[src/rtl/lobster_pkg.sv]
// Shared Lobster128 bus types: requester tags and
// the data-bus arbiter state encoding.
package lobster_pkg;

    typedef enum logic [1:0] {
        DBUS_NOP   = 2'b00,
        DBUS_FETCH = 2'b01,
        DBUS_LOAD  = 2'b10,
        DBUS_STORE = 2'b11
    } dbus_id_t;

    typedef enum logic {
        IDLE   = 1'b0,
        ACCESS = 1'b1
    } arb_state_t;

endpackage

[src/rtl/lobster_dbus_arbiter.sv]
// Single-port SRAM arbiter for fetch/load/store with
// fetch anti-starvation and a ready timeout.
module lobster_dbus_arbiter
    import lobster_pkg::*;
#(
    parameter int ADDR_WIDTH   = 36,
    parameter int STARVE_LIMIT = 4,
    parameter int TIMEOUT      = 255
) (
    input  logic                  clk,
    input  logic                  rst,
    input  logic                  fetch_req,
    input  logic [ADDR_WIDTH-1:0] fetch_addr,
    output logic                  fetch_gnt,
    input  logic                  load_req,
    input  logic [ADDR_WIDTH-1:0] load_addr,
    output logic                  load_gnt,
    input  logic                  store_req,
    input  logic [ADDR_WIDTH-1:0] store_addr,
    input  logic [63:0]           store_data,
    output logic                  store_gnt,
    output logic                  rsp_valid,
    output logic [1:0]            rsp_id,
    output logic [63:0]           rsp_data,
    output logic                  rsp_err,
    output logic                  busy,
    output logic                  mem_ce,
    output logic                  mem_we,
    output logic [ADDR_WIDTH-1:0] mem_addr_rd,
    output logic [ADDR_WIDTH-1:0] mem_addr_wr,
    output logic [63:0]           mem_wdata,
    input  logic [63:0]           mem_rdata,
    input  logic                  mem_rdy
);

    localparam int SW = $clog2(STARVE_LIMIT + 1);
    localparam logic [SW-1:0] STARVE_MAX = SW'(STARVE_LIMIT);
    localparam logic [15:0]   TO_LAST    = 16'(TIMEOUT - 1);

    arb_state_t            state_q, state_d;
    dbus_id_t              tag_q, tag_d;
    logic [SW-1:0]         starve_q, starve_d;
    logic [15:0]           to_q, to_d;
    logic                  fgnt_q, fgnt_d;
    logic                  lgnt_q, lgnt_d;
    logic                  sgnt_q, sgnt_d;
    logic                  rv_q, rv_d;
    dbus_id_t              rid_q, rid_d;
    logic [63:0]           rdata_q, rdata_d;
    logic                  rerr_q, rerr_d;
    logic                  ce_q, ce_d;
    logic                  we_q, we_d;
    logic [ADDR_WIDTH-1:0] ard_q, ard_d;
    logic [ADDR_WIDTH-1:0] awr_q, awr_d;
    logic [63:0]           wdat_q, wdat_d;
    dbus_id_t              win;

    // Starved fetch overrides the normal store > load > fetch order.
    function automatic dbus_id_t pick(
        input logic f,
        input logic l,
        input logic s,
        input logic starved
    );
        if (f && starved) return DBUS_FETCH;
        if (s)            return DBUS_STORE;
        if (l)            return DBUS_LOAD;
        if (f)            return DBUS_FETCH;
        return DBUS_NOP;
    endfunction

    function automatic logic [SW-1:0] sat_inc(input logic [SW-1:0] c);
        return (c == STARVE_MAX) ? c : c + 1'b1;
    endfunction

    assign win = pick(fetch_req, load_req, store_req,
                      starve_q == STARVE_MAX);

    always_comb begin
        state_d  = state_q;
        tag_d    = tag_q;
        starve_d = starve_q;
        to_d     = to_q;
        fgnt_d   = 1'b0;
        lgnt_d   = 1'b0;
        sgnt_d   = 1'b0;
        rv_d     = 1'b0;
        rid_d    = rid_q;
        rdata_d  = rdata_q;
        rerr_d   = 1'b0;
        ce_d     = ce_q;
        we_d     = we_q;
        ard_d    = ard_q;
        awr_d    = awr_q;
        wdat_d   = wdat_q;
        unique case (state_q)
            IDLE: begin
                if (!fetch_req) starve_d = '0;
                case (win)
                    DBUS_STORE: begin
                        awr_d  = store_addr;
                        wdat_d = store_data;
                        we_d   = 1'b1;
                        sgnt_d = 1'b1;
                        if (fetch_req) starve_d = sat_inc(starve_q);
                    end
                    DBUS_LOAD: begin
                        ard_d  = load_addr;
                        we_d   = 1'b0;
                        lgnt_d = 1'b1;
                        if (fetch_req) starve_d = sat_inc(starve_q);
                    end
                    DBUS_FETCH: begin
                        ard_d    = fetch_addr;
                        we_d     = 1'b0;
                        fgnt_d   = 1'b1;
                        starve_d = '0;
                    end
                    default: ;
                endcase
                if (win != DBUS_NOP) begin
                    ce_d    = 1'b1;
                    tag_d   = win;
                    to_d    = '0;
                    state_d = ACCESS;
                end
            end
            ACCESS: begin
                if (mem_rdy) begin
                    ce_d    = 1'b0;
                    we_d    = 1'b0;
                    rv_d    = 1'b1;
                    rid_d   = tag_q;
                    rdata_d = (tag_q == DBUS_STORE) ? 64'h0 : mem_rdata;
                    state_d = IDLE;
                end else if (to_q == TO_LAST) begin
                    ce_d    = 1'b0;
                    we_d    = 1'b0;
                    rv_d    = 1'b1;
                    rerr_d  = 1'b1;
                    rid_d   = tag_q;
                    rdata_d = 64'h0;
                    state_d = IDLE;
                end else begin
                    to_d = to_q + 16'd1;
                end
            end
        endcase
    end

    always_ff @(posedge clk or negedge rst) begin
        if (!rst) begin
            state_q  <= IDLE;
            tag_q    <= DBUS_NOP;
            starve_q <= '0;
            to_q     <= '0;
            fgnt_q   <= 1'b0;
            lgnt_q   <= 1'b0;
            sgnt_q   <= 1'b0;
            rv_q     <= 1'b0;
            rid_q    <= DBUS_NOP;
            rdata_q  <= '0;
            rerr_q   <= 1'b0;
            ce_q     <= 1'b0;
            we_q     <= 1'b0;
            ard_q    <= '0;
            awr_q    <= '0;
            wdat_q   <= '0;
        end else begin
            state_q  <= state_d;
            tag_q    <= tag_d;
            starve_q <= starve_d;
            to_q     <= to_d;
            fgnt_q   <= fgnt_d;
            lgnt_q   <= lgnt_d;
            sgnt_q   <= sgnt_d;
            rv_q     <= rv_d;
            rid_q    <= rid_d;
            rdata_q  <= rdata_d;
            rerr_q   <= rerr_d;
            ce_q     <= ce_d;
            we_q     <= we_d;
            ard_q    <= ard_d;
            awr_q    <= awr_d;
            wdat_q   <= wdat_d;
        end
    end

    assign fetch_gnt   = fgnt_q;
    assign load_gnt    = lgnt_q;
    assign store_gnt   = sgnt_q;
    assign rsp_valid   = rv_q;
    assign rsp_id      = rid_q;
    assign rsp_data    = rdata_q;
    assign rsp_err     = rerr_q;
    assign busy        = (state_q != IDLE);
    assign mem_ce      = ce_q;
    assign mem_we      = we_q;
    assign mem_addr_rd = ard_q;
    assign mem_addr_wr = awr_q;
    assign mem_wdata   = wdat_q;

endmodule

[config.mk]
export PLATFORM = sky130hd
export DESIGN_NAME = lobster_dbus_arbiter
export DESIGN_NICKNAME = d
export VERILOG_FILES = /design/src/rtl/lobster_pkg.sv /design/src/rtl/lobster_dbus_arbiter.sv
export SDC_FILE = /design/constraint.sdc
export NUM_CORES = 1
export LEC_CHECK = 0
export BUFFER_PORTS_ARGS = -buffer_cell sky130_fd_sc_hd__buf_4
export CAP_MARGIN = 5
export CORE_AREA = 2 2 175 177
export DETAILED_ROUTE_END_ITERATION = 10
export DIE_AREA = 0 0 177 179
export PLACE_DENSITY = 0.58
export SYNTH_ARGS = -nofsm -noshare
export SYNTH_HDL_FRONTEND = slang
export SYNTH_SLANG_ARGS = --single-unit
export TNS_END_PERCENT = 50
[constraint.sdc]
create_clock -name clk -period 3.9 [get_ports clk]
set_clock_uncertainty 0.2 [all_clocks]
set_input_delay 1.17 -clock clk [delete_from_list [all_inputs] [get_ports clk]]
set_output_delay 1.17 -clock clk [all_outputs]
set_load 0.1 [all_outputs]
==> metrics.md, run 1 <==
| Metric | Value |
|---|---|
| Status | complete, no violations |
| Most used cells in the layout excluding fill and tap cells | 462 x buf_4, 231 x dfrtp_1, 102 x mux2_2 |
| Dominant synthesized flop cell | dfrtp_1 |
| Die area | 31680 um2 |
| Slew of the pin with the lowest slew margin | 0.7166 ns |
| Number of hold buffers added after cts | 0 |
| Average size of a mapped cell | 13.72 um2 |
| DR top layer | met4 |
| Most common cell after layout, fill and taps aside | buf_4 |
| Met1 WL | 11.00 mm |
| Yosys reg bits | 231 |
| WP data required | 2.53 ns |
| Antenna Cells | 0 |
| Crit share post-route | 0.7324 |
| Crit path DAT | 1.49 ns |
| Clock Sinks | 231 |
| Initial DRC Count | 312 |
| Die height | 179 um |
| Post-synthesis sequential area ratio | 0.6278 |
| Skew-Pair Late Insertion Delay | 0.52 ns |
| Port buffer count | 451 |
| Initial antenna violation count | 0 |
| Largest net degree at the start of global routing | 85 |
| CP Capture Type | output pin |
| Async set or reset register ratio after synthesis | 1.000 |
| Max-slew violations | 0 |
| Syn Nets | 922 |
| Hold Path Class | flop to flop |
| Top-level I/O count | 452 |
| Via Count | 7168 |
| Family with the most delay on the worst path | buffers and inverters |
| Fin. Hold Viols | 0 |
| Crit-path max FO | 23 |
| WL met2 | 14.30 mm |
| Most common cell on crit path | buf_4 |
| # Max-Cap Violations | 0 |
| Tot GR Track Use | 0.1718 |
| Placement Cell Area | 13240 um2 |
| WP buf/inv | 2 |
| Initial Util | 0.3066 |
| Utilization after layout | 0.4718 |
| Wire per inst | 18.71 um |
| Nets | 1383 |
| Library cells used by synthesis | 47 |
| Synth Cell Area | 9208 um2 |
| # fillers | 2772 |
| Final Cell Area | 14170 um2 |
| Core outline area | 30030 um2 |
| Crit path time final | 2.856 ns |
| Synth warn | 0 |
| Post-Route WL | 28.97 mm |
| Vias/cell | 4.630 |
| Post-Route Setup TNS | 0 ns |
| Die width | 177 um |
| Critical path class | flop to output pin |
| FP Rows | 64 |
| Share of cells above drive strength 1 | 0.5460 |
| Gr ovfl total | 0 |
| Critical Path Source Type | flop |
| CTS tree | built |
| Clock Path Buffers | 3 |
| Setup-violating endpoint count in the final report | 0 |
| Met3 routed WL | 2.772 mm |
| Area Growth Syn to Fin | 53.87% |
| Relative slew slack | 0.5222 |
| Remaining antenna violation count | 0 |
| H-tree Lvls | 1 |
| DRC Markers | 0 |
| CP cell instances | buf_4, buf_4 |
| Slowest cell on crit path | buf_4 |
| First-pass GRT wire length | 42.04 mm |
| Max Fclk | 0.3501 GHz |
| HPWL after DPL | 21.97 mm |
| Gate Count Post-Synth | 671 |
| Cts bufs inserted | 26 |
| First-pass DRT Iterations | 4 |
| Clock slew at reported path FFs | 0.06 ns |
| Routability Congestion | 0.7996 |
| CP peak stage delay | 0.35 ns |
| Post-synth EDFFs | 0 |
| CTS root buf | clkbuf_16 |
| Vias in the first global route | 7170 |
| Post-CTS sizing | 0 |
| Post-CTS Setup Inserts | 0 |
| RSZ-0062 raised after global routing | no |
[registers in the layout (all words and copies together), names as in the netlist]
| name | count |
|---|---|
| mem_wdata | 64 |
| rsp_data | 64 |
| mem_addr_rd | 36 |
| mem_addr_wr | 36 |
| to_q | 16 |
| starve_q | 3 |
| rsp_id | 2 |
| tag_q | 2 |
| busy | 1 |
| fetch_gnt | 1 |
| load_gnt | 1 |
| mem_ce | 1 |
| mem_we | 1 |
| rsp_err | 1 |
| rsp_valid | 1 |
| store_gnt | 1 |
[routing by layer]
layer | vias to the layer above | global-route usage
met5 | - | 0
met4 | 0 | 0.05820
met3 | 52 | 0.05513
met2 | 335 | 0.2960
met1 | 3413 | 0.2019
li1 | 3368 | -
[worst reg2reg max path, cell delays in order, from the launching register on]
cell,delay (ns)
dfrtp_1,0.37
inv_1,0.06
ha_1,0.21
nand3_1,0.11
o21ai_0,0.21
inv_1,0.13
ha_1,0.18
nor2b_4,0.51
buf_4,0.28
mux2_2,0.35
[cell type report]
cell class,count,area (um2),area share
Multi-Input combinational cell,392,3266,0.2305
Inverter,9,33.78,0.002385
Sequential cell,231,5781,0.4080
Tap cell,396,495.5,0.03497
Clock buffer,39,800.8,0.05652
Clock inverter,9,127.6,0.009008
Timing Repair Buffer,472,3664,0.2586
[cells by family after synthesis]
logic type / Yosys count / synth area share
AO/OA/AOI/OAI: 136 / 0.1117
multiplexers: 144 / 0.1704
flip-flops: 231 / 0.6278
adder cells (fa/ha/maj): 9 / 0.01223
buffers and inverters: 48 / 0.02093
AND/OR/NAND/NOR: 103 / 0.05694
[Yosys cell counts (3+ instances only)]
cell,n,share of area
nor4_1,3,0.0020
nand2_1,57,0.023
mux2_2,102,0.12
a31oi_1,4,0.0027
a22o_1,66,0.063
nand4_1,4,0.0027
clkbuf_1,32,0.013
nand3_1,7,0.0038
nor2_1,5,0.0020
inv_1,9,0.0037
nand2b_1,3,0.0020
nor2b_1,5,0.0034
a21oi_1,4,0.0022
dfrtp_1,231,0.63
ha_1,9,0.012
mux2i_1,42,0.046
buf_2,4,0.0022
o21ai_0,41,0.022
a21o_1,4,0.0033
and3_1,6,0.0041
[path summary, 6_finish.rpt]
| path | startpoint | endpoint | slack, ns | cells past startpoint |
|---|---|---|---|---|
| max in group asynchronous | rst | rsp_data[36]$_DFFE_PN0P_ | 2.39 | 2 |
| min in group asynchronous | rst | mem_addr_wr[4]$_DFFE_PN0P_ | 0.33 | 1 |
| setup / recovery | busy$_DFF_PN0_ | busy | 1.04 | 2 |
| hold reg to reg | mem_addr_rd[1]$_DFFE_PN0P_ | mem_addr_rd[1]$_DFFE_PN0P_ | 0.28 | 2 |
| hold / removal | mem_addr_rd[1]$_DFFE_PN0P_ | mem_addr_rd[1]$_DFFE_PN0P_ | 0.28 | 2 |
| setup reg to reg | starve_q[0]$_DFFE_PN0P_ | mem_addr_wr[14]$_DFFE_PN0P_ | 1.18 | 9 |
[through the flow]
step	cells	hold slack (ns)	setup WS (ns)
3_3_place_gp	1500	0.2626	0.5316
4_1_cts	1548	0.2852	1.005
2_1_floorplan	671	0.2557	0.6976
3_5_place_dp	1500	0.2694	0.4985
6_report	1548	0.2794	1.044
5_1_grt	1548	0.3038	0.9424
Power of run 1 is left out: the tool's default activity adds up to more than one toggle a clock period on the data nets, which glitch-free logic cannot reach.
==> run 2, diff against run 1 <==
Settings changed: CORE_AREA 2 2 175 177 to 2 2 178 180, DIE_AREA 0 0 177 179 to 0 0 180 182, PLACE_DENSITY 0.58 to 0.56.
Clock period 3.9 ns to 2.8 ns, I/O delays scaled along.
==> metrics.md, run 2 (synthesis gave the netlist of run 1 again) <==
| Metric | Value |
|---|---|
| Skew-Pair Late Insertion Delay | 0.54 ns |
| Largest net degree at the start of global routing | 73 |
| Slew of the pin with the lowest slew margin | 0.6097 ns |
| Reg2reg end | to_q[6]$_DFFE_PN0P_ |
| Worst slack, placed | 0.1310 ns |
| Die height | 182 um |
| Critical path class | flop to flop |
| Worst setup path start | to_q[0]$_DFFE_PN0P_ |
| Initial antenna violation count | 1 |
| Clock Sinks | 231 |
| FF-to-FF Start | to_q[0]$_DFFE_PN0P_ |
| Setup-violating endpoint count in the final report | 0 |
| Fin. Hold Viols | 0 |
| RSZ-0062 raised after global routing | no |
| DRC Markers | 0 |
| Family with the most delay on the worst path | compound AO/OA/AOI/OAI gates |
| Share of cells above drive strength 1 | 0.5458 |
| Hold WS | 0.007702 ns |
| Initial Util | 0.2972 |
| Number of hold buffers added after cts | 0 |
| Register area | 5781 um2 |
| R2R cell count | 6 |
| Crit path time final | 2.490 ns |
| Nets | 1389 |
| Relative slew slack | 0.5922 |
| Crit-path max FO | 10 |
| Port buffer count | 451 |
| Remaining antenna violation count | 0 |
| CTS tree | built |
| Gr ovfl total | 0 |
| CP peak stage delay | 0.60 ns |
| WP data required | 3.02 ns |
| Flop2flop setup slack | 0.31 ns |
| Top-level I/O count | 452 |
| WP buf/inv | 1 |
| Via Count | 7208 |
| CP Capture Type | flop |
| HPWL after DPL | 22.28 mm |
| Tot GR Track Use | 0.1730 |
| # fillers | 2891 |
| Multi-input logic area | 3266 um2 |
| CTS root buf | clkbuf_16 |
| Most used cells in the layout excluding fill and tap cells | 466 x buf_4, 231 x dfrtp_1, 102 x mux2_2 |
| Routability Congestion | 0.8018 |
| Area Growth Syn to Fin | 53.96% |
| Clock Path Buffers | 3 |
| Most common cell after layout, fill and taps aside | buf_4 |
| Max Fclk | 0.4017 GHz |
| Status | complete, no violations |
| Cts bufs inserted | 26 |
| Clock slew at reported path FFs | 0.06 ns |
| Wire per inst | 18.79 um |
| Die area | 32760 um2 |
| Initial DRC Count | 273 |
| Post-Route WL | 29.30 mm |
| Vias/cell | 4.623 |
| H-tree Lvls | 1 |
| Post-CTS sizing | 0 |
| Post-CTS Setup Inserts | 0 |
| Slowest cell on crit path | o41ai_4 |
| Core outline area | 30990 um2 |
| Crit path DAT | 2.71 ns |
| Number of cells on the critical path | 6 |
| Max-slew violations | 0 |
| Crit share post-route | 0.8892 |
| CP cell instances | inv_1, ha_1, or4b_4, o41ai_4, nor4_1, a211o_1 |
| FP Rows | 65 |
| Worst setup margin | 0.3104 ns |
| Hold Path Class | input pin to asynchronous set/reset pin |
| Die width | 180 um |
| # Max-Cap Violations | 0 |
| First-pass DRT Iterations | 4 |
| First-pass GRT wire length | 44.58 mm |
| Vias in the first global route | 7507 |
| Critical Path Source Type | flop |
==> run 2: worst max-delay path by stage <==
stage	slack, ns	endpoint
after floorplan	-0.01	mem_addr_wr[0]$_DFFE_PN0P_
after global placement	0.12	mem_wdata[37]$_DFFE_PN0P_
final	0.31	to_q[6]$_DFFE_PN0P_
after global routing	0.21	to_q[6]$_DFFE_PN0P_
after CTS	0.32	to_q[6]$_DFFE_PN0P_
after detailed placement	0.13	mem_wdata[45]$_DFFE_PN0P_
==> run 2: per-layer routing <==
metal	global-route usage	share of wire	vias to the layer above
li1	-	-	3377
met1	0.2019	0.38	3423
met2	0.2958	0.49	351
met3	0.05937	0.10	57
met4	0.06146	0.033	0
met5	0	0	-
==> run 2: area by class of cell <==
class	instances	area share
clock buffer	40	0.05525
antenna	1	0.0001765
inverter	9	0.002383
clock inverter	6	0.005207
sequential	231	0.4078
tap	402	0.03548
multi-input combinational	392	0.2304
timing repair buffer	478	0.2634
==> run 2: stage by stage <==
step	setup TNS (ns)	instances	utilization	area, um2
3_3_place_gp	0	1512	0.4298	13320
3_5_place_dp	0	1512	0.4298	13320
2_1_floorplan	-0.9077	671	-	9209
6_report	0	1559	0.4575	14180
5_1_grt	0	1559	0.4575	14180
4_1_cts	0	1558	0.4574	14170
Power of run 2 is left out for the same reason.
==> run 3, diff against run 2 <==
Settings changed: CORE_AREA 2 2 178 180 to 2 2 174 176, DIE_AREA 0 0 180 182 to 0 0 176 178, PLACE_DENSITY 0.56 to 0.58.
==> metrics.md, run 3 (synthesis gave the netlist of run 1 again) <==
| Metric | Value |
|---|---|
| Status | complete, no violations |
| Setup-violating endpoint count in the final report | 0 |
| Tot GR Track Use | 0.1820 |
| CP cell instances | inv_1, ha_1, or4b_4, o41ai_4, nor4_1, a211o_1 |
| Initial antenna violation count | 2 |
| Post-CTS sizing | 0 |
| Family with the most delay on the worst path | compound AO/OA/AOI/OAI gates |
| Critical Path Source Type | flop |
| Die width | 176 um |
| Clock slew at reported path FFs | 0.06 ns |
| Met1 WL | 11.16 mm |
| Crit share post-route | 0.8904 |
| Clock Sinks | 231 |
| CP Capture Type | flop |
| Max Fclk | 0.4011 GHz |
| Inst Count DP | 1509 |
| Slowest cell on crit path | o41ai_4 |
| CTS root buf | clkbuf_16 |
| Clock Path Buffers | 3 |
| RSZ-0062 raised after global routing | no |
| Final std cells w/o fill | 1557 |
| Flop2flop setup slack | 0.31 ns |
| Largest net degree at the start of global routing | 69 |
| Fin. Hold Viols | 0 |
| Post-Route Setup TNS | 0 ns |
| Worst setup margin | 0.3068 ns |
| First-pass GRT wire length | 43.84 mm |
| DRC Markers | 0 |
| Die height | 178 um |
| WP buf/inv | 1 |
| R2R cell count | 6 |
| Critical path class | flop to flop |
| Vias/cell | 4.658 |
| Wire per inst | 19.14 um |
| Gr ovfl total | 0 |
| Core outline area | 29400 um2 |
| WP data required | 3.00 ns |
| Worst slack, placed | 0.1299 ns |
| HPWL after DPL | 23.05 mm |
| DR top layer | met4 |
| Routability Congestion | 0.8343 |
| Initial Util | 0.3132 |
| Crit-path max FO | 10 |
| # Max-Cap Violations | 0 |
| Relative slew slack | 0.5862 |
| Reg2reg end | to_q[6]$_DFFE_PN0P_ |
| Initial DRC Count | 225 |
| Cts bufs inserted | 26 |
| Number of hold buffers added after cts | 0 |
| H-tree Lvls | 1 |
| Worst setup path start | to_q[0]$_DFFE_PN0P_ |
| Crit path time final | 2.493 ns |
| Met3 routed WL | 2.685 mm |
| Post-Route WL | 29.79 mm |
| Post-CTS Setup Inserts | 0 |
| Slew of the pin with the lowest slew margin | 0.6185 ns |
| Most used cells in the layout excluding fill and tap cells | 472 x buf_4, 231 x dfrtp_1, 102 x mux2_2 |
| Skew-Pair Late Insertion Delay | 0.52 ns |
| Nets | 1398 |
| WL met2 | 15.35 mm |
| Share of cells above drive strength 1 | 0.5502 |
| Hold Path Class | input pin to asynchronous set/reset pin |
| First-pass DRT Iterations | 4 |
| Via Count | 7252 |
| CTS tree | built |
| FP Rows | 63 |
| Top-level I/O count | 452 |
| Remaining antenna violation count | 0 |
| Port buffer count | 451 |
| Crit path DAT | 2.69 ns |
| Max-slew violations | 0 |
| Vias in the first global route | 7396 |
| Die area | 31330 um2 |
| CP peak stage delay | 0.61 ns |
| FF-to-FF Start | to_q[0]$_DFFE_PN0P_ |
| Area Growth Syn to Fin | 55.21% |
| Most common cell after layout, fill and taps aside | buf_4 |
==> run 3: worst max-delay path by stage <==
stage          slack (ns)                          to  cells past startpoint
6_report             0.31         to_q[6]$_DFFE_PN0P_                      6
5_1_grt              0.12        to_q[12]$_DFFE_PN0P_                      6
4_1_cts              0.28         to_q[6]$_DFFE_PN0P_                      6
3_5_place_dp         0.13  mem_addr_wr[8]$_DFFE_PN0P_                      9
3_3_place_gp         0.13  mem_addr_wr[8]$_DFFE_PN0P_                      9
2_1_floorplan       -0.01  mem_addr_wr[0]$_DFFE_PN0P_                      8
==> run 3: final cells by class <==
| cell class | instances | area [um2] |
|---|---|---|
| sequential | 231 | 5781 |
| timing repair buffer | 487 | 3839 |
| clock inverter | 7 | 88.84 |
| tap | 390 | 488.0 |
| clock buffer | 39 | 790.8 |
| multi-input combinational | 392 | 3266 |
| inverter | 9 | 33.78 |
| fill | 2726 | 15110 |
| antenna | 2 | 5.005 |
==> run 3: per-layer routing <==
layer  GRT usage  vias to the layer above
met5           0                        -
met4     0.05096                        0
met3     0.05648                       37
met2      0.3251                      335
met1      0.2109                     3481
li1            -                     3399
==> run 3: per-stage QoR <==
step / instance area [um2] / util / hold slack (ns)
final: 14290 / 0.4861 / 0.09191
after global placement: 13410 / 0.4560 / 0.2619
after global routing: 14290 / 0.4861 / 0.1181
after CTS: 14290 / 0.4859 / 0.09656
after floorplan: 9209 / - / 0.2557
after detailed placement: 13410 / 0.4560 / 0.2725
Power of run 3 is left out for the same reason.
